**config.mk**
```make
export PLATFORM = sky130hd
export DESIGN_NAME = sync_fifo16
export DESIGN_NICKNAME = d
export VERILOG_FILES = /design/src/rtl/sync_fifo16.sv
export SDC_FILE = /design/constraint.sdc
export NUM_CORES = 1
export LEC_CHECK = 0
export ABC_AREA = 1
export CAP_MARGIN = 20
export CORE_ASPECT_RATIO = 0.6
export CORE_MARGIN = 1.5
export CORE_UTILIZATION = 55
export DETAILED_ROUTE_END_ITERATION = 8
export PLACE_DENSITY = 0.73
export SYNTH_ARGS = -nofsm -noshare
export SYNTH_HDL_FRONTEND = slang
export SYNTH_SLANG_ARGS = --single-unit
```
**constraint.sdc**
```tcl
create_clock -name clock -period 3.3 [get_ports clock]
set_input_delay 0.66 -clock clock [delete_from_list [all_inputs] [get_ports clock]]
set_output_delay 0.66 -clock clock [all_outputs]
set_load 0.05 [all_outputs]
```
**src/rtl/sync_fifo16.sv**
```systemverilog
// Single-clock FIFO: register-array storage, wrapping read/write pointers,
// registered data output, registered flags and one-cycle error pulses.
module sync_fifo16 #(
    parameter int unsigned DATA_WIDTH = 16,
    parameter int unsigned DEPTH      = 16,
    parameter int unsigned ADDR_WIDTH = $clog2(DEPTH)
) (
    input  logic                  clock,
    input  logic                  rst,
    input  logic                  wr_en,
    input  logic [DATA_WIDTH-1:0] din,
    input  logic                  rd_en,
    output logic [DATA_WIDTH-1:0] dout,
    output logic                  full,
    output logic                  empty,
    output logic [ADDR_WIDTH:0]   count,
    output logic                  overflow,
    output logic                  underflow
);

    localparam int unsigned CNT_WIDTH = ADDR_WIDTH + 1;
    localparam logic [CNT_WIDTH-1:0] CNT_FULL = CNT_WIDTH'(DEPTH);

    logic [DATA_WIDTH-1:0] mem [DEPTH];

    logic [ADDR_WIDTH-1:0] wr_ptr_q, wr_ptr_d;
    logic [ADDR_WIDTH-1:0] rd_ptr_q, rd_ptr_d;
    logic [CNT_WIDTH-1:0]  count_q, count_d;
    logic [DATA_WIDTH-1:0] dout_q, dout_d;
    logic                  full_q, full_d;
    logic                  empty_q, empty_d;
    logic                  overflow_q, overflow_d;
    logic                  underflow_q, underflow_d;
    logic                  wr_acc;
    logic                  rd_acc;

    // Accept decisions use the registered flags, so a full FIFO never
    // writes into the slot a same-cycle read is freeing, and an empty FIFO
    // never forwards same-cycle write data to dout.
    always_comb begin
        wr_acc      = wr_en && !full_q;
        rd_acc      = rd_en && !empty_q;
        wr_ptr_d    = wr_ptr_q;
        rd_ptr_d    = rd_ptr_q;
        count_d     = count_q;
        dout_d      = dout_q;

        if (wr_acc) begin
            wr_ptr_d = wr_ptr_q + ADDR_WIDTH'(1);
        end
        if (rd_acc) begin
            rd_ptr_d = rd_ptr_q + ADDR_WIDTH'(1);
            dout_d   = mem[rd_ptr_q];
        end

        unique case ({wr_acc, rd_acc})
            2'b10:   count_d = count_q + CNT_WIDTH'(1);
            2'b01:   count_d = count_q - CNT_WIDTH'(1);
            default: count_d = count_q;
        endcase

        full_d      = (count_d == CNT_FULL);
        empty_d     = (count_d == CNT_WIDTH'(0));
        overflow_d  = wr_en && full_q;
        underflow_d = rd_en && empty_q;
    end

    // Control and output registers, cleared asynchronously.
    always_ff @(posedge clock or negedge rst) begin
        if (!rst) begin
            wr_ptr_q    <= '0;
            rd_ptr_q    <= '0;
            count_q     <= '0;
            dout_q      <= '0;
            full_q      <= 1'b0;
            empty_q     <= 1'b1;
            overflow_q  <= 1'b0;
            underflow_q <= 1'b0;
        end else begin
            wr_ptr_q    <= wr_ptr_d;
            rd_ptr_q    <= rd_ptr_d;
            count_q     <= count_d;
            dout_q      <= dout_d;
            full_q      <= full_d;
            empty_q     <= empty_d;
            overflow_q  <= overflow_d;
            underflow_q <= underflow_d;
        end
    end

    // Storage array; left unreset so it can map onto RAM.
    always_ff @(posedge clock) begin
        if (wr_acc) begin
            mem[wr_ptr_q] <= din;
        end
    end

    assign dout      = dout_q;
    assign full      = full_q;
    assign empty     = empty_q;
    assign count     = count_q;
    assign overflow  = overflow_q;
    assign underflow = underflow_q;

endmodule

```
==> run metrics <==
Final GP Congestion about 0.84; Req. time, crit path about 2600 ps; Fin Setup TNS 0 ps; # port buffers 44; placed insts between 1000 and 1500; Worst setup startpoint empty; ANT cells 0; Reg clk slew, reported paths ~70 ps; Antenna Violating Nets Remaining 0; critical path arrival ~2000 ps; Crit Path Class flip-flop to output pin; RSZ-0062 raised after global routing no; CTS-repair resized insts 0; Final Cycle Share about four fifths; Critical path destination empty; CP max stage cell clkdlybuf4s50_1; Cell Chain, Critical Path clkdlybuf4s50_1; clk_lat worst skew 530 ps; initial antenna violation count 1; slew margin rel. about two fifths; cell count after synthesis 890; Tmin final ~2600 ps; Peak VDD IR 0.567 mV; critical path launch point type flip-flop; vias in the first global route 6899; CP bufs+invs 1; Max Root-Sink Buffers 3; Total Nets Final between 900 and 1000; static leakage 4.58 nW; Max-Cap Viols 0; Syn-to-layout area delta 15.1%; global-route wire length before repair between 40 and 50 mm; Mapped Area ~12000 um^2; Final Max Tran Viols 0; Boundary Pins 45; Clock H-tree levels 1; count leader, synth edfxtp_1; Yosys cell types 33; worst r2r src rd_ptr_q[0]; hpwl dp 16.9 mm; layout cells sized above 1 about 12%; Power Density roughly 940 nW/um^2; #FFs+latches synth 289; DRT Pass-1 Iters 5; global route total overflow 0; starting density of the core 56.9%; total CTS buffers 26; leading post-synthesis cells by cell area edfxtp_1, dfrtp_1, nor2_1; worst min-delay path category input pin to asynchronous set/reset pin; filler cell count ~1500; R2R Setup Slk around 940 ps; gr usage total approximately a quarter; worst-path fanout max 3; core box area a little over 20000 um^2; TritonCTS clock tree yes; Worst path top cell family by delay buffers and inverters; clk sink count around 290; via-per-instance ratio approximately 6.0; status completed; Die Area 21900 um^2; syn nets 917; die height 115 um; # hold bufs at CTS 0; # rows 40; critical path capture point type output pin; largest net degree at the start of global routing 102; fin cells about 1200; fmax 384 MHz; clock skew between 10 and 15 ps; initial detailed-routing violation count between 900 and 1000; Final Setup Violations 0; ys async rst share approximately 11%; drc violations 0; Routed WL about 28 mm; final hold violation count 0; Die Span X 190 um; Ys Warns 0; register area share after synthesis 73.6%; Post-CTS Setup Inserts 0; synth cell count leaders edfxtp_1, nor2_1, o21ai_0; Yosys top cell area share roughly two thirds; CTS Root Cell clkbuf_16; top_reg_cell synth edfxtp_1; FF-to-FF End dout[11]; Mean Syn Cell Area ~13 um^2; worst-case reg-to-reg path depth 6; CP peak stage delay between 800 and 900 ps; Vias approximately 7400; worst-margin pin slew 916 ps; Yosys top cell by area edfxtp_1; Crit path depth 1; number of synthesized flops with an enable pin 256; drt wl/cell roughly 22 um
per-layer routing:
layer,global-route usage (%),share of wire [%]
met5,0,0
met1,41.4,44
met2,38.3,43
met3,4.82,11
met4,6.51,2.0
sequential cells by signal, indices dropped and copies added (netlist names):
name and cells:
mem 256, dout 16, count 5, rd_ptr_q 4
wr_ptr_q 4, empty 1, full 1, overflow 1
underflow 1
power by group:
group / internal [mW] / switching [mW]
Combinational: 1.32 / 3.12
Clock: 1.91 / 1.30
Sequential: 4.52 / 0.330
Total: 7.75 / 4.75
layout by cell type, fill, tap and decap left out, types with 25 or more instances in the layout:
cell,instances
nor2_1,161
o21ai_0,127
nand2_1,56
o221ai_1,32
clkbuf_16,27
buf_4,36
nand3_1,25
clkdlybuf4s50_1,43
dfrtp_1,31
edfxtp_1,256
per-stage QoR:
stage / hold slack (ps) / area, um^2 / power, mW / utilization, % / setup slack [ps]
after floorplan: 364 / 11600 / 7.83 / - / 1030
after global placement: 470 / 12400 / 9.23 / 61.0 / 533
after detailed placement: 469 / 12400 / 9.30 / 61.0 / 500
after CTS: 248 / 13300 / 12.5 / 65.5 / 667
after global routing: 273 / 13300 / 13.1 / 65.5 / 660
final: 224 / 13300 / 12.5 / 65.5 / 694
worst min-delay path by stage:
stage,slack (ps),cells after the start,startpoint,to
final,220,1,rst,rd_ptr_q[1]
after global routing,270,1,rst,underflow
after CTS,250,1,rst,rd_ptr_q[1]
after detailed placement,470,2,dout[9],dout[9]
after global placement,470,2,dout[9],dout[9]
after floorplan,360,0,rst,count[0]
cell families (layout without fill, tap and decap cells):
| family | after synthesis | count (layout) | share of synthesized area [%] |
|---|---|---|---|
| DFF | 289 | 289 | 73.6 |
| and+or+nand+nor | 273 | 273 | 9.86 |
| AOI/OAI and AO/OA | 231 | 231 | 11.7 |
| buffers and inverters | 83 | 159 | 3.53 |
| adders and majority gates | 7 | 7 | 0.757 |
| xor gates and xnor gates | 7 | 7 | 0.530 |
final cells by class:
| type | count | area, um^2 | share of cell area, % |
|---|---|---|---|
| Clock buffer | 34 | 712 | 5.35 |
| Tap cell | 273 | 342 | 2.57 |
| Clock inverter | 14 | 195 | 1.47 |
| Sequential cell | 289 | 8520 | 64.0 |
| Timing Repair Buffer | 82 | 746 | 5.60 |
| Inverter | 29 | 111 | 0.837 |
| Multi-Input combinational cell | 518 | 2680 | 20.2 |
Note: power is estimated with default switching activity, not from simulation.
